===== src/rtl/t03_mem_request_unit.sv =====
// t03_mem_request_unit: per-instruction fetch and data bus sequencer for the t03 core
module t03_mem_request_unit #(
   parameter logic [31:0] RESET_INST = 32'h0000_0013,
   parameter logic [7:0]  TIMEOUT    = 8'd255
) (
   input  logic        clock,
   input  logic        reset,
   input  logic        en,
   input  logic [31:0] pc_in,
   input  logic        read_mem,
   input  logic        write_mem,
   input  logic        load_byte,
   input  logic        store_byte,
   input  logic [31:0] data_addr,
   input  logic [31:0] data_to_write,
   output logic [31:0] instruction,
   output logic [31:0] data_read,
   output logic        i_hit,
   output logic        d_hit,
   output logic        bus_err,
   output logic        bus_req,
   output logic        bus_we,
   output logic [31:0] bus_adr,
   output logic [31:0] bus_wdat,
   output logic [3:0]  bus_sel,
   input  logic [31:0] bus_rdat,
   input  logic        bus_ack
);
   typedef enum logic [2:0] {IDLE, FETCH, CHECK, DATA, DONE} state_t;
   state_t      state_q, state_d;
   logic [7:0]  cnt_q, cnt_d;
   logic [31:0] instruction_q, instruction_d, data_read_q, data_read_d;
   logic [31:0] bus_adr_q, bus_adr_d, bus_wdat_q, bus_wdat_d;
   logic [3:0]  bus_sel_q, bus_sel_d;
   logic [1:0]  lane_q, lane_d;
   logic        byte_q, byte_d;
   logic        i_hit_q, i_hit_d, d_hit_q, d_hit_d, bus_err_q, bus_err_d;
   logic        bus_req_q, bus_req_d, bus_we_q, bus_we_d;
   logic        busy, tmo, xfer;
   // a bus phase is open in FETCH/DATA; the timeout acts as a synthetic ack
   assign busy = (state_q == FETCH) || (state_q == DATA);
   assign tmo  = busy && !bus_ack && (TIMEOUT != 8'd0) && (cnt_q == TIMEOUT - 8'd1);
   assign xfer = bus_ack || tmo;
   // state and registered outputs, async reset aborts any transfer in flight
   always_ff @(posedge clock or posedge reset) begin
      if (reset) begin
         state_q       <= IDLE;
         cnt_q         <= 8'd0;
         instruction_q <= RESET_INST;
         data_read_q   <= 32'd0;
         bus_adr_q     <= 32'd0;
         bus_wdat_q    <= 32'd0;
         bus_sel_q     <= 4'd0;
         lane_q        <= 2'd0;
         byte_q        <= 1'b0;
         i_hit_q       <= 1'b0;
         d_hit_q       <= 1'b0;
         bus_err_q     <= 1'b0;
         bus_req_q     <= 1'b0;
         bus_we_q      <= 1'b0;
      end else begin
         state_q       <= state_d;
         cnt_q         <= cnt_d;
         instruction_q <= instruction_d;
         data_read_q   <= data_read_d;
         bus_adr_q     <= bus_adr_d;
         bus_wdat_q    <= bus_wdat_d;
         bus_sel_q     <= bus_sel_d;
         lane_q        <= lane_d;
         byte_q        <= byte_d;
         i_hit_q       <= i_hit_d;
         d_hit_q       <= d_hit_d;
         bus_err_q     <= bus_err_d;
         bus_req_q     <= bus_req_d;
         bus_we_q      <= bus_we_d;
      end
   end
   // next-state sequencing; write beats read when both are decoded
   always_comb begin
      state_d = state_q;
      case (state_q)
         IDLE:    state_d = en ? FETCH : IDLE;
         FETCH:   state_d = xfer ? CHECK : FETCH;
         CHECK:   state_d = (write_mem || read_mem) ? DATA : DONE;
         DATA:    state_d = xfer ? DONE : DATA;
         DONE:    state_d = en ? FETCH : IDLE;
         default: state_d = IDLE;
      endcase
   end
   // registered output values, derived from the transition being taken
   always_comb begin
      logic fetch_go, data_go, byte_sel;
      logic [7:0] rd_byte;
      fetch_go      = (state_d == FETCH) && (state_q != FETCH);
      data_go       = (state_q == CHECK) && (state_d == DATA);
      byte_sel      = load_byte || store_byte;
      rd_byte       = bus_rdat[{lane_q, 3'b000} +: 8];
      cnt_d         = (busy && (state_d == state_q)) ? cnt_q + 8'd1 : 8'd0;
      bus_req_d     = (state_d == FETCH) || (state_d == DATA);
      i_hit_d       = state_d == DONE;
      d_hit_d       = (state_d == DONE) && (state_q == DATA);
      bus_err_d     = bus_err_q || tmo;
      bus_we_d      = fetch_go ? 1'b0 : data_go ? write_mem : bus_we_q;
      bus_adr_d     = fetch_go ? {pc_in[31:2], 2'b00} : data_go ? {data_addr[31:2], 2'b00} : bus_adr_q;
      bus_sel_d     = fetch_go ? 4'hF : data_go ? (byte_sel ? 4'b0001 << data_addr[1:0] : 4'hF) : bus_sel_q;
      bus_wdat_d    = data_go ? (byte_sel ? {4{data_to_write[7:0]}} : data_to_write) : bus_wdat_q;
      byte_d        = data_go ? byte_sel : byte_q;
      lane_d        = data_go ? data_addr[1:0] : lane_q;
      instruction_d = (state_q == FETCH && xfer) ? (bus_ack ? bus_rdat : RESET_INST) : instruction_q;
      data_read_d   = (state_q == DATA && tmo) ? 32'd0 :
                      (state_q == DATA && bus_ack && !bus_we_q) ? (byte_q ? {24'd0, rd_byte} : bus_rdat) :
                      data_read_q;
   end
   assign instruction = instruction_q;
   assign data_read   = data_read_q;
   assign i_hit       = i_hit_q;
   assign d_hit       = d_hit_q;
   assign bus_err     = bus_err_q;
   assign bus_req     = bus_req_q;
   assign bus_we      = bus_we_q;
   assign bus_adr     = bus_adr_q;
   assign bus_wdat    = bus_wdat_q;
   assign bus_sel     = bus_sel_q;
endmodule


===== config.mk =====
export PLATFORM = sky130hd
export DESIGN_NAME = t03_mem_request_unit
export DESIGN_NICKNAME = d
export VERILOG_FILES = /design/src/rtl/t03_mem_request_unit.sv
export SDC_FILE = /design/constraint.sdc
export NUM_CORES = 1
export LEC_CHECK = 0
export ABC_CLOCK_PERIOD_IN_PS = 4700
export BUFFER_PORTS_ARGS = -buffer_cell sky130_fd_sc_hd__buf_2
export CORE_ASPECT_RATIO = 1.25
export CORE_MARGIN = 2
export CORE_UTILIZATION = 43
export DETAILED_ROUTE_END_ITERATION = 7
export GPL_TIMING_DRIVEN = 1
export PLACE_DENSITY = 0.76
export SETUP_SLACK_MARGIN = 0.2
export SLEW_MARGIN = 10
export SYNTH_ARGS = -nofsm -noshare
export SYNTH_HDL_FRONTEND = slang
export SYNTH_SLANG_ARGS = --single-unit

===== constraint.sdc =====
create_clock -name clock -period 4.7 [get_ports clock]
set_input_delay 0.94 -clock clock [delete_from_list [all_inputs] [get_ports clock]]
set_output_delay 0.94 -clock clock [all_outputs]
set_load 0.01 [all_outputs]

### Yosys cells after proc, flatten, opt, wreduce, memory -nomap -nowiden

Cells that the tools add are included.

| word-level totals | value |
|---|---|
| bits in registers | 151 |
| input port bits | 136 |
| output and inout port bits | 137 |

| cells by class | value |
|---|---|
| add/subtract/negate cells | 1 |
| eq/ne operators | 10 |
| shift operators | 2 |
| multiplexer cells | 18 |
| reduce and logical (&&, ||, !) cells | 22 |

Operator list:

| operator | number |
|---|---|
| 32-bit 2-to-1 mux | 7 |
| 32-bit by 6-bit indexed part select with 8-bit output | 1 |
| 4-bit 2-to-1 mux | 3 |
| 3-bit one-hot mux with 4 select lines | 1 |
| 1-bit logical AND | 10 |
| 3-bit by 2-bit == test with 1-bit output (second input constant) | 3 |
| 8-bit by 1-bit adder with 8-bit output (second input constant) | 1 |
| 8-bit == test (second input constant) | 1 |
| 8-bit 2-to-1 mux | 1 |
| 3-bit by 1-bit == test with 1-bit output (second input constant) | 2 |
| 3-bit == test (second input constant) | 2 |
| 1-bit logical OR | 6 |
| 3-bit 2-to-1 mux | 2 |
| 2-bit nonzero test | 2 |
| 1-bit by 2-bit << shifter with 4-bit output (first input constant) | 1 |
| 3-bit == test | 1 |
| 3-bit zero test | 1 |
| 1-bit 2-to-1 mux | 3 |
| 3-bit by 1-bit != test with 1-bit output (second input constant) | 1 |
| 1-bit zero test | 2 |
| 2-bit 2-to-1 mux | 1 |
| 2-bit OR reduction | 1 |

### Depth between registers and ports, before layout

Gate-level depths: netlist of the first run.

| depth | value |
|---|---|
| word-level depth | 11 |
| depth in mapped cells | 8 |

### Least setup slack after synthesis of the first run

No wires, ideal clock.

| path | value |
|---|---|
| kind | input to register |
| start point | in store_byte |
| end point | reg bus_wdat_q[10] (netlist: bus_wdat[10]) |
| setup time | 0.083 ns |
| arrival | 2.007 ns |
| required time | 4.617 ns |
| slack | 2.610 ns |
| stages on the path | 5 |
| path buffers | 2 |
| cell sequence | nor2_1 > clkbuf_1 > buf_2 > a21oi_1 > o21ai_0 |

| between the ends | value |
|---|---|
| word-level cells in the longest chain between the ends | 2 |

RTL lines:

| element | line | RTL |
|---|---|---|
| start: declaration | 13 | `input logic store_byte,` |
| 1-bit logical OR | 96 | `byte_sel = load_byte \|\| store_byte;` |
| 32-bit 2-to-1 mux | 106 | `bus_wdat_d = data_go ? (byte_sel ? {4{data_to_write[7:0]}} : data_to_write) : bus_wdat_q;` |
| end signal: assignment | 67 | `bus_wdat_q <= bus_wdat_d;` |
| end: declaration | 33 | `logic [31:0] bus_adr_q, bus_adr_d, bus_wdat_q, bus_wdat_d;` |

Every way passes these cells.
A chain may end at the register's enable or synchronous reset.

### Worst setup path in the final report of the first run

| path | value |
|---|---|
| start point | in read_mem |
| end point | reg bus_wdat_q[17] (netlist: bus_wdat[17]) |

| between the ends | value |
|---|---|
| word-level cells in the longest chain between the ends | 5 |

RTL lines:

| element | line | RTL |
|---|---|---|
| start: declaration | 10 | `input logic read_mem,` |
| 1-bit logical OR | 84 | `CHECK: state_d = (write_mem \|\| read_mem) ? DATA : DONE;` |
| 3-bit 2-to-1 mux | 84 |  |
| 3-bit one-hot mux with 4 select lines | 81 | `case (state_q)` |
| 3-bit by 2-bit == test with 1-bit output | 95 | `data_go = (state_q == CHECK) && (state_d == DATA);` |
| 1-bit logical AND | 95 |  |

Every way passes these cells.

==> run_summary.xml, run 1 <==
<?xml version="1.0" encoding="UTF-8"?>
<metrics>
  <group name="route">
    <metric name="drt_wl_cell" unit="um">16.92</metric>
    <metric name="drt_first_pass_iters" unit="">5</metric>
    <metric name="routed_wl" unit="um">17780</metric>
    <metric name="route.detailed.drc" unit="">0</metric>
    <metric name="detail_route.iter0.violations" unit="">394</metric>
    <metric name="vias" unit="">5579</metric>
    <metric name="drtAntennaViolNets" unit="">0</metric>
    <metric name="drt-vias-per-instance" unit="">5.308</metric>
  </group>
  <group name="setup_path">
    <metric name="critical_path.max_stage_delay" unit="ns">0.56</metric>
    <metric name="r2r.worst_path.cells" unit="">5</metric>
    <metric name="path_max_fanout" unit="">47</metric>
    <metric name="timing.critical_path.from_type" unit="">primary input</metric>
    <metric name="worst_ep_arrival_time" unit="ns">2.58</metric>
    <metric name="worstSetupEndpointType" unit="">register</metric>
    <metric name="rr_startpoint" unit="">state_q[1]</metric>
    <metric name="crit_path_top_delay_cell" unit="">or3_2</metric>
    <metric name="crit_chain" unit="">buf_2 &gt; nor2_1 &gt; or3_2 &gt; buf_4 &gt; o21ai_0</metric>
    <metric name="regToRegEndpoint" unit="">bus_sel[3]</metric>
    <metric name="crit_required" unit="ns">4.98</metric>
    <metric name="timing.critical_path.from" unit="">read_mem</metric>
    <metric name="reg2reg_setup_slack" unit="ns">2.50</metric>
    <metric name="path_class" unit="">in -&gt; reg</metric>
  </group>
  <group name="clocking">
    <metric name="tritoncts_clock_tree" unit="">done</metric>
    <metric name="insertion_delay" unit="ns">0.42</metric>
    <metric name="cts.reportedPaths.clkPinSlew" unit="ns">0.06</metric>
    <metric name="cts.htree.levels" unit="">4</metric>
    <metric name="post_cts_resize_count" unit="">0</metric>
    <metric name="postCtsHoldBufs" unit="">0</metric>
    <metric name="cts_inserted_buffers" unit="">17</metric>
    <metric name="clock_sinks" unit="">149</metric>
    <metric name="post-cts-setup-buffer-count" unit="">0</metric>
    <metric name="cts_root_buf" unit="">clkbuf_16</metric>
    <metric name="clk_path_buf_depth" unit="">2</metric>
  </group>
  <group name="synth">
    <metric name="synth.top_cells.by_area" unit="">dfrtp_1, nand2_1, a22o_1, nand3_1, o21ai_0</metric>
    <metric name="ys_seq_area_frac" unit="">0.6045</metric>
    <metric name="post_synth_instance_area" unit="um2">6175</metric>
    <metric name="synth.lib_cells_used.distinct" unit="">43</metric>
    <metric name="cell_type_with_the_largest_total_area_after_synthesis" unit="">dfrtp_1</metric>
    <metric name="number_of_register_bits_inferred_by_synthesis" unit="">149</metric>
    <metric name="synthArstFlopShare" unit="">1.000</metric>
    <metric name="synth_warnings" unit="">0</metric>
    <metric name="synthFlopType" unit="">dfrtp_1</metric>
    <metric name="synth_cells" unit="">605</metric>
    <metric name="synth_largest_type_area_fraction" unit="">0.5917</metric>
    <metric name="synth.avg_cell_area" unit="um2">10.21</metric>
    <metric name="synth-edff-count" unit="">0</metric>
  </group>
  <group name="placement">
    <metric name="io_buffers" unit="">268</metric>
    <metric name="dpl_cells" unit="">1019</metric>
    <metric name="postPlaceCellArea" unit="um2">7667</metric>
    <metric name="hpwl" unit="um">12700</metric>
    <metric name="placement_stage_worst_setup_slack" unit="ns">1.950</metric>
    <metric name="place.gp.congestion" unit="">0.7785</metric>
  </group>
  <group name="sta">
    <metric name="maxClockFrequency" unit="MHz">435.2</metric>
    <metric name="period_needed" unit="ns">2.298</metric>
    <metric name="final.setup_skew" unit="ns">0.01031</metric>
    <metric name="max_slew.worst_pin.slew" unit="ns">0.6484</metric>
    <metric name="worst_hold_slack" unit="ns">0.4512</metric>
    <metric name="hold_viol" unit="">0</metric>
    <metric name="max_slew_margin" unit="">0.5648</metric>
    <metric name="fin_ws" unit="ns">2.402</metric>
    <metric name="final-setup-viol-count" unit="">0</metric>
    <metric name="final-max-slew-violation-count" unit="">0</metric>
    <metric name="fin_tns_setup" unit="ns">0</metric>
    <metric name="rsz0062_at_grt" unit="">false</metric>
    <metric name="timing.final.crit_share" unit="">0.4889</metric>
  </group>
  <group name="global_route">
    <metric name="grt_first_pass_wirelength" unit="um">27950</metric>
    <metric name="grt_use_total" unit="">0.2313</metric>
    <metric name="first_global_vias" unit="">5438</metric>
    <metric name="grt_start_max_net_pins" unit="">77</metric>
    <metric name="grt_antenna_before_repair" unit="">0</metric>
    <metric name="gr-total-overflow" unit="">0</metric>
  </group>
  <group name="cells_and_area">
    <metric name="postLayoutCoreUtil" unit="">0.5930</metric>
    <metric name="layout.nets" unit="">1001</metric>
    <metric name="diodes" unit="">0</metric>
    <metric name="area.growth.synth_to_final" unit="%">33.82</metric>
    <metric name="drive_gt1_frac" unit="">0.3687</metric>
    <metric name="final_cell_count_no_fill" unit="">1051</metric>
    <metric name="design_area" unit="um2">8263</metric>
  </group>
  <group name="pwr">
    <metric name="internal_power" unit="mW">3.482</metric>
    <metric name="fraction_of_power_spent_switching_nets" unit="">0.3690</metric>
    <metric name="p_leak" unit="nW">4.315</metric>
    <metric name="clock_share_of_power" unit="">0.250</metric>
    <metric name="power_frac_comb" unit="">0.355</metric>
    <metric name="power_frac_seq" unit="">0.395</metric>
    <metric name="power.net_switching" unit="mW">2.036</metric>
    <metric name="power-per-cell-area" unit="nW/um2">667.9</metric>
    <metric name="peakVddDrop" unit="V">0.0003653</metric>
    <metric name="design_power_total" unit="mW">5.518</metric>
  </group>
  <group name="die">
    <metric name="initial_utilization" unit="">0.4432</metric>
    <metric name="full_die_area" unit="um2">15340</metric>
    <metric name="floorplan.io_pins" unit="">273</metric>
    <metric name="rows" unit="">48</metric>
    <metric name="core_region_area" unit="um2">13930</metric>
    <metric name="die_w" unit="um">111.2</metric>
    <metric name="floorplan.die.height" unit="um">138.0</metric>
  </group>
  <group name="outcome">
    <metric name="status" unit="">finished clean</metric>
  </group>
  <group name="worst_hold_path">
    <metric name="worst_hold_path_type" unit="">reg -&gt; reg</metric>
    <metric name="hold_path_end" unit="">bus_err</metric>
    <metric name="whs_path_depth" unit="">1</metric>
    <metric name="worst_hold_startpoint" unit="">bus_err</metric>
  </group>
  <group name="flow_run">
    <metric name="maxCapViolCount" unit="">0</metric>
  </group>
</metrics>
## worst max path at each step
stage / to / depth (start not counted)
5_1_grt: bus_wdat[14] / 5
6_report: bus_wdat[17] / 5
2_1_floorplan: bus_adr[10] / 1
3_3_place_gp: bus_wdat[17] / 5
3_5_place_dp: bus_wdat[15] / 5
4_1_cts: bus_wdat[26] / 5
## routing by layer
metal | track usage | up-vias | routed length, um
met5 | 0 | - | 0
met4 | 0.1008 | 0 | 483
met3 | 0.06163 | 29 | 1415
met2 | 0.3767 | 251 | 8600
met1 | 0.2940 | 2661 | 7284
li1 | - | 2638 | -
## worst max-delay path: cells and delay by family
family / cells / cell delay, ns
simple gates: 2 / 0.89
buf+inv: 2 / 0.55
compound gates: 1 / 0.17
## logic make-up (layout without fill, tap and decap cells)
family,count (synthesis),count (layout),share of synthesized area
and+or+nand+nor,262,262,0.1899
DFF,149,149,0.6045
AOI/OAI and AO/OA,138,138,0.1570
buffers and inverters,46,316,0.03364
xor gates and xnor gates,5,5,0.007093
adders and majority gates,2,2,0.004052
muxes,2,2,0.003242
other,1,2,0.0006073
## layout by cell type (no fill, tap or decap), types with 4 or more instances in the layout
| cell type | count |
|---|---|
| o21ai_0 | 31 |
| inv_1 | 4 |
| a221o_1 | 7 |
| clkinvlp_4 | 5 |
| buf_4 | 10 |
| nor2_1 | 27 |
| nand3_1 | 71 |
| buf_2 | 268 |
| nor3_1 | 11 |
| dfrtp_1 | 146 |
| clkbuf_16 | 17 |
| a21oi_1 | 26 |
| nand2_1 | 127 |
| nor2b_1 | 11 |
| a22o_1 | 51 |
| inv_6 | 5 |
| o22ai_1 | 7 |
## layout make-up
cell class | instances | area, um2
Fill cell | 1217 | 5670
Sequential cell | 149 | 3732
Multi-Input combinational cell | 411 | 2257
Timing Repair Buffer | 279 | 1436
Clock buffer | 17 | 425.4
Tap cell | 175 | 219.0
Clock inverter | 15 | 170.2
Inverter | 5 | 22.52
## cells in the mapped netlist (5+ instances only)
master    number
nor2b_1       11
nor2_1        28
nor3_1        12
dfrtp_1      146
o21ai_0       32
buf_2         10
a21oi_1       26
nand2_1      127
nand3_1       71
inv_1          5
o22ai_1        7
a22o_1        51
clkbuf_1      24
a221o_1        7
## power by group through the flow
stage / registers, mW / clock network, mW / logic, mW
2_1_floorplan: 2.38 / 0 / 0.938
3_5_place_dp: 2.19 / 0 / 1.99
4_1_cts: 2.18 / 1.40 / 1.99
5_1_grt: 2.25 / 1.45 / 2.17
6_report: 2.18 / 1.38 / 1.96
3_3_place_gp: 2.18 / 0 / 1.94
## registers in the layout, indices dropped and copies added (netlist names), 2 cells and up
register,flops
bus_wdat,32
data_read,32
instruction,32
bus_adr,30
cnt_q,8
bus_sel,4
state_q,3
lane_q,2
Power figures use the tool's default switching activity.
==> inputs of run 2 (changes only) <==
--- a/config.mk
+++ b/config.mk
@@ -5,14 +5,14 @@
 export SDC_FILE = /design/constraint.sdc
 export NUM_CORES = 1
 export LEC_CHECK = 0
-export ABC_CLOCK_PERIOD_IN_PS = 4700
+export ABC_CLOCK_PERIOD_IN_PS = 2250
 export BUFFER_PORTS_ARGS = -buffer_cell sky130_fd_sc_hd__buf_2
 export CORE_ASPECT_RATIO = 1.25
 export CORE_MARGIN = 2
-export CORE_UTILIZATION = 43
+export CORE_UTILIZATION = 47
 export DETAILED_ROUTE_END_ITERATION = 7
 export GPL_TIMING_DRIVEN = 1
-export PLACE_DENSITY = 0.76
+export PLACE_DENSITY = 0.79
 export SETUP_SLACK_MARGIN = 0.2
 export SLEW_MARGIN = 10
 export SYNTH_ARGS = -nofsm -noshare
==> constraint.sdc (replaced) <==
create_clock -name clock -period 2.25 [get_ports clock]
set_input_delay 0.45 -clock clock [delete_from_list [all_inputs] [get_ports clock]]
set_output_delay 0.45 -clock clock [all_outputs]
set_load 0.01 [all_outputs]
==> run 2 against run 1 <==
Against the previous run: combinational power grew 110%; first-iteration DRC count shrank 2.5%; total power grew 110%; flip-flop and latch count is the same; worst hold slack lost 0.31 ns; critical path type is now reg -> reg; critical endpoint is now instruction[26]; via count grew 0.93%; routed wire length shrank 1.2%; clock power grew 96%; clock skew grew 0.0044 ns.
==> run_summary.xml, run 2 (synthesis results as in run 1) <==
<?xml version="1.0" encoding="UTF-8"?>
<metrics>
  <group name="global_route">
    <metric name="grt_first_pass_wirelength" unit="um">27790</metric>
    <metric name="gr-total-overflow" unit="">0</metric>
    <metric name="grt_use_total" unit="">0.2486</metric>
    <metric name="grt_start_max_net_pins" unit="">100</metric>
    <metric name="first_global_vias" unit="">5422</metric>
    <metric name="grt_antenna_before_repair" unit="">0</metric>
  </group>
  <group name="sta">
    <metric name="period_needed" unit="ns">1.823</metric>
    <metric name="worst_hold_slack" unit="ns">0.1444</metric>
    <metric name="final-setup-viol-count" unit="">0</metric>
    <metric name="max_slew.worst_pin.slew" unit="ns">0.5646</metric>
    <metric name="maxClockFrequency" unit="MHz">548.6</metric>
    <metric name="timing.final.crit_share" unit="">0.8101</metric>
    <metric name="rsz0062_at_grt" unit="">false</metric>
    <metric name="hold_viol" unit="">0</metric>
    <metric name="final.setup_skew" unit="ns">0.01470</metric>
    <metric name="final-max-slew-violation-count" unit="">0</metric>
    <metric name="max_slew_margin" unit="">0.6236</metric>
  </group>
  <group name="setup_path">
    <metric name="rr_startpoint" unit="">state_q[0]</metric>
    <metric name="worst_ep_arrival_time" unit="ns">2.11</metric>
    <metric name="path_max_fanout" unit="">29</metric>
    <metric name="path_class" unit="">reg -&gt; reg</metric>
    <metric name="r2r.worst_path.cells" unit="">4</metric>
    <metric name="regToRegEndpoint" unit="">instruction[26]</metric>
    <metric name="reg2reg_setup_slack" unit="ns">0.43</metric>
    <metric name="crit_required" unit="ns">2.54</metric>
    <metric name="timing.critical_path.from" unit="">state_q[0]</metric>
    <metric name="timing.critical_path.from_type" unit="">register</metric>
    <metric name="worstSetupEndpointType" unit="">register</metric>
  </group>
  <group name="cells_and_area">
    <metric name="final_common_cell" unit="">buf_2</metric>
    <metric name="area.growth.synth_to_final" unit="%">34.10</metric>
    <metric name="postLayoutCoreUtil" unit="">0.6481</metric>
    <metric name="diodes" unit="">0</metric>
    <metric name="layout.nets" unit="">1003</metric>
    <metric name="final_cell_mix" unit="">buf_2, dfrtp_1, nand2_1</metric>
    <metric name="drive_gt1_frac" unit="">0.3702</metric>
  </group>
  <group name="die">
    <metric name="die_w" unit="um">106.5</metric>
    <metric name="core_region_area" unit="um2">12780</metric>
    <metric name="full_die_area" unit="um2">14080</metric>
    <metric name="floorplan.die.height" unit="um">132.2</metric>
    <metric name="floorplan.io_pins" unit="">273</metric>
    <metric name="rows" unit="">46</metric>
    <metric name="initial_utilization" unit="">0.4833</metric>
  </group>
  <group name="worst_hold_path">
    <metric name="worst_hold_path_type" unit="">in -&gt; async</metric>
  </group>
  <group name="placement">
    <metric name="hpwl" unit="um">12540</metric>
    <metric name="place.gp.congestion" unit="">0.8566</metric>
    <metric name="io_buffers" unit="">268</metric>
  </group>
  <group name="clocking">
    <metric name="cts.reportedPaths.clkPinSlew" unit="ns">0.06</metric>
    <metric name="cts_inserted_buffers" unit="">17</metric>
    <metric name="cts.htree.levels" unit="">4</metric>
    <metric name="clock_sinks" unit="">149</metric>
    <metric name="tritoncts_clock_tree" unit="">done</metric>
    <metric name="post-cts-setup-buffer-count" unit="">0</metric>
    <metric name="clk_path_buf_depth" unit="">2</metric>
    <metric name="cts_root_buf" unit="">clkbuf_16</metric>
    <metric name="insertion_delay" unit="ns">0.42</metric>
  </group>
  <group name="pwr">
    <metric name="power_frac_comb" unit="">0.366</metric>
    <metric name="internal_power" unit="mW">7.171</metric>
    <metric name="power-per-cell-area" unit="nW/um2">1380</metric>
    <metric name="power.net_switching" unit="mW">4.253</metric>
    <metric name="p_leak" unit="nW">4.334</metric>
    <metric name="peakVddDrop" unit="V">0.0006172</metric>
    <metric name="fraction_of_power_spent_switching_nets" unit="">0.3723</metric>
    <metric name="power_frac_seq" unit="">0.398</metric>
    <metric name="clock_share_of_power" unit="">0.236</metric>
  </group>
  <group name="route">
    <metric name="drt_wl_cell" unit="um">16.80</metric>
    <metric name="drt_first_pass_iters" unit="">5</metric>
    <metric name="drt-vias-per-instance" unit="">5.383</metric>
    <metric name="detail_route.iter0.violations" unit="">384</metric>
    <metric name="drtAntennaViolNets" unit="">0</metric>
    <metric name="vias" unit="">5631</metric>
    <metric name="route.detailed.drc" unit="">0</metric>
    <metric name="routed_wl" unit="um">17570</metric>
  </group>
  <group name="outcome">
    <metric name="status" unit="">finished clean</metric>
  </group>
  <group name="flow_run">
    <metric name="maxCapViolCount" unit="">0</metric>
  </group>
</metrics>
==> run 2: layout make-up <==
| class | count | area (um2) |
|---|---|---|
| clock inverters | 13 | 112.6 |
| fillers | 1086 | 4497 |
| flip-flops and latches | 149 | 3732 |
| multi-input cells | 411 | 2261 |
| clock buffers | 19 | 452.9 |
| repair buffers | 281 | 1489 |
| inverters | 5 | 22.52 |
| well taps | 168 | 210.2 |
==> run 2: worst max path at each step <==
stage,slack [ns],to,depth (start not counted)
CTS,0.34,bus_adr[13],5
floorplan,-0.07,bus_adr[10],1
global placement,0.35,bus_adr[29],6
detailed placement,0.32,bus_adr[13],6
finish,0.43,instruction[26],4
global route,0.30,instruction[26],4
==> run 2: through the flow <==
step | power [mW] | setup WS (ns) | instances | instance area, um2 | setup TNS [ns]
final | 11.42 | 0.4273 | 1046 | 8280 | 0
after detailed placement | 8.777 | 0.3175 | 1014 | 7711 | 0
after CTS | 11.53 | 0.3358 | 1046 | 8277 | 0
after global placement | 8.657 | 0.3508 | 1014 | 7711 | 0
after global routing | 12.18 | 0.3010 | 1046 | 8280 | 0
after floorplan | 6.920 | -0.07253 | 606 | 6182 | -10.59
==> run 2: worst max-delay path, cell delays in order, from the launching register on <==
cell and delay (ns):
dfrtp_1 0.53, nand2b_1 0.19, o31a_1 0.39, nand2b_4 0.32, a22o_1 0.26
==> run 2: power groups by stage <==
stage / Sequential, mW / Clock [mW] / Combinational, mW
CTS: 4.54 / 2.76 / 4.23
floorplan: 4.96 / 0 / 1.96
global placement: 4.55 / 0 / 4.11
global route: 4.68 / 2.87 / 4.63
detailed placement: 4.55 / 0 / 4.22
finish: 4.55 / 2.70 / 4.18
==> run 2: metal layers <==
layer	track usage	up-vias	wire, um
met1	0.3269	2680	7275
met2	0.4099	271	8617
li1	-	2654	-
met3	0.06179	26	1329
met4	0.07215	0	346
met5	0	-	0
==> run 2: what timing repair did <==
item / in CTS / in global routing
hold buffers: 0 / 0
endpoints found under the setup margin: 0 / 1
hold endpoints to repair: 0 / 0
gates resized for setup: 0 / 1
==> inputs of run 3 (changes only) <==
--- a/config.mk
+++ b/config.mk
@@ -5,7 +5,7 @@
 export SDC_FILE = /design/constraint.sdc
 export NUM_CORES = 1
 export LEC_CHECK = 0
-export ABC_CLOCK_PERIOD_IN_PS = 2250
+export ABC_CLOCK_PERIOD_IN_PS = 1850
 export BUFFER_PORTS_ARGS = -buffer_cell sky130_fd_sc_hd__buf_2
 export CORE_ASPECT_RATIO = 1.25
 export CORE_MARGIN = 2
==> constraint.sdc (replaced) <==
create_clock -name clock -period 1.85 [get_ports clock]
set_input_delay 0.37 -clock clock [delete_from_list [all_inputs] [get_ports clock]]
set_output_delay 0.37 -clock clock [all_outputs]
set_load 0.01 [all_outputs]
==> run 3 against run 2 <==
Against the previous run: via count rose by 3.9%; critical path depth grew 2; setup slack worse by 0.29 ns; design area is 3.1% higher; clock skew is 0.0059 ns lower; largest cell class unchanged; routed wire length increased by 6.3%; clock power rose by 23%; sequential power rose by 21%.
==> run_summary.xml, run 3 (synthesis results as in run 1) <==
<?xml version="1.0" encoding="UTF-8"?>
<metrics>
  <group name="sta">
    <metric name="final-max-slew-violation-count" unit="">0</metric>
    <metric name="worst_hold_slack" unit="ns">0.08414</metric>
    <metric name="hold_viol" unit="">0</metric>
    <metric name="final.setup_skew" unit="ns">0.008835</metric>
    <metric name="period_needed" unit="ns">1.708</metric>
    <metric name="final-setup-viol-count" unit="">0</metric>
    <metric name="timing.final.crit_share" unit="">0.9233</metric>
    <metric name="maxClockFrequency" unit="MHz">585.5</metric>
    <metric name="fin_ws" unit="ns">0.1419</metric>
    <metric name="rsz0062_at_grt" unit="">true</metric>
  </group>
  <group name="cells_and_area">
    <metric name="design_area" unit="um2">8541</metric>
    <metric name="drive_gt1_frac" unit="">0.3942</metric>
    <metric name="final_cell_count_no_fill" unit="">1062</metric>
    <metric name="layout.nets" unit="">1018</metric>
    <metric name="area.growth.synth_to_final" unit="%">38.32</metric>
    <metric name="final_common_cell" unit="">buf_2</metric>
    <metric name="final_cell_mix" unit="">buf_2, dfrtp_1, nand2_1</metric>
    <metric name="fillers" unit="">1061</metric>
  </group>
  <group name="placement">
    <metric name="io_buffers" unit="">268</metric>
    <metric name="placement_stage_worst_setup_slack" unit="ns">0.1222</metric>
    <metric name="hpwl" unit="um">13070</metric>
    <metric name="postPlaceCellArea" unit="um2">7849</metric>
    <metric name="dpl_cells" unit="">1025</metric>
    <metric name="place.gp.congestion" unit="">0.8298</metric>
  </group>
  <group name="setup_path">
    <metric name="crit_required" unit="ns">2.14</metric>
    <metric name="worst_ep_arrival_time" unit="ns">2.00</metric>
    <metric name="path_class" unit="">reg -&gt; reg</metric>
    <metric name="worstSetupEndpointType" unit="">register</metric>
    <metric name="timing.critical_path.from_type" unit="">register</metric>
    <metric name="path_max_fanout" unit="">8</metric>
  </group>
  <group name="route">
    <metric name="route.detailed.drc" unit="">0</metric>
    <metric name="drt-vias-per-instance" unit="">5.510</metric>
    <metric name="drt_first_pass_iters" unit="">5</metric>
    <metric name="drtAntennaViolNets" unit="">0</metric>
    <metric name="detail_route.iter0.violations" unit="">333</metric>
    <metric name="routed_wl" unit="um">18670</metric>
    <metric name="vias" unit="">5852</metric>
    <metric name="drt_wl_cell" unit="um">17.58</metric>
  </group>
  <group name="global_route">
    <metric name="grt_start_max_net_pins" unit="">76</metric>
    <metric name="grt_antenna_before_repair" unit="">1</metric>
    <metric name="first_global_vias" unit="">5807</metric>
    <metric name="grt_use_total" unit="">0.2645</metric>
    <metric name="grt_first_pass_wirelength" unit="um">29450</metric>
    <metric name="gr-total-overflow" unit="">0</metric>
  </group>
  <group name="flow_run">
    <metric name="maxCapViolCount" unit="">0</metric>
  </group>
  <group name="pwr">
    <metric name="peakVddDrop" unit="V">0.0008327</metric>
    <metric name="power-per-cell-area" unit="nW/um2">1668</metric>
    <metric name="design_power_total" unit="mW">14.24</metric>
    <metric name="p_leak" unit="nW">4.429</metric>
  </group>
  <group name="die">
    <metric name="core_region_area" unit="um2">12780</metric>
    <metric name="rows" unit="">46</metric>
    <metric name="die_w" unit="um">106.5</metric>
    <metric name="full_die_area" unit="um2">14080</metric>
    <metric name="initial_utilization" unit="">0.4833</metric>
    <metric name="floorplan.io_pins" unit="">273</metric>
    <metric name="floorplan.die.height" unit="um">132.2</metric>
  </group>
  <group name="clocking">
    <metric name="clk_path_buf_depth" unit="">2</metric>
    <metric name="cts.reportedPaths.clkPinSlew" unit="ns">0.06</metric>
    <metric name="cts_inserted_buffers" unit="">17</metric>
    <metric name="cts.htree.levels" unit="">4</metric>
    <metric name="clock_sinks" unit="">149</metric>
    <metric name="insertion_delay" unit="ns">0.42</metric>
    <metric name="tritoncts_clock_tree" unit="">done</metric>
    <metric name="cts_root_buf" unit="">clkbuf_16</metric>
  </group>
  <group name="worst_hold_path">
    <metric name="worst_hold_path_type" unit="">in -&gt; async</metric>
  </group>
  <group name="outcome">
    <metric name="status" unit="">finished clean</metric>
  </group>
</metrics>
==> run 3: cell types whose count changed in the layout (fill, tap and decap cells not counted), moves of 2 or more <==
cell | before | now
buf_4 | 9 | 15
buf_12 | 4 | 8
nand2b_4 | 1 | 4
nor3_1 | 11 | 8
nor3_2 | 1 | 4
clkinv_4 | 2 | 0
dfrtp_1 | 146 | 144
dfrtp_2 | 0 | 2
nand3_1 | 71 | 69
==> run 3: through the flow <==
step | utilization | TNS (ns)
final | 0.6684 | 0
after global routing | 0.6684 | 0
after CTS | 0.6611 | 0
after detailed placement | 0.6143 | 0
after global placement | 0.6143 | 0
after floorplan | - | -57.31
==> run 3: worst paths after layout <==
check                      startpoint              end  slack, ns  depth (start not counted)
min reg2reg                   bus_err          bus_err       0.46                          1
max in group asynchronous       reset      bus_adr[13]       1.42                          3
min in group clock          pc_in[10]      bus_adr[10]       0.15                          3
max reg2reg                  cnt_q[0]  instruction[15]       0.14                          6
min                             reset   instruction[3]       0.08                          3
max                          cnt_q[0]  instruction[15]       0.14                          6
==> run 3: report_power, final <==
part           leakage, nW  switching (mW)  internal (mW)
Sequential            1.87           0.849           4.67
Combinational         2.29            3.02           2.40
Clock                0.272            1.47           1.83
==> run 3: repair_timing <==
action                     in CTS  in global routing
setup buffers                   0                  1
hold endpoints to repair        0                  0
hold buffers                    0                  0
resized for setup               6                 16
setup endpoints to repair      60                106
gates cloned                    1                  2
pin swaps                       0                  8
==> run 3: critical path, cell delays in order, from the launching register on <==
cell and delay [ns]:
dfrtp_1 0.38, inv_2 0.08, ha_4 0.14, nand3_4 0.09
o31a_1 0.41, nand2b_4 0.25, a22o_1 0.24
==> run 3: cell type report <==
type | instances | area, um2 | share of cell area
sequential | 149 | 3735 | 0.4373
tap | 168 | 210.2 | 0.02461
timing repair buffer | 293 | 1640 | 0.1921
antenna | 1 | 2.502 | 0.0002930
multi-input combinational | 414 | 2366 | 0.2770
inverter | 5 | 22.52 | 0.002637
clock buffer | 19 | 452.9 | 0.05303
clock inverter | 13 | 111.4 | 0.01304
==> run 3: metal layers <==
layer / share of wire / track usage / vias up / wire [um]
li1: - / - / 2682 / -
met1: 0.38 / 0.3285 / 2816 / 7118
met2: 0.50 / 0.4395 / 309 / 9352
met3: 0.088 / 0.06920 / 45 / 1641
met4: 0.030 / 0.1075 / 0 / 561
met5: 0 / 0 / - / 0
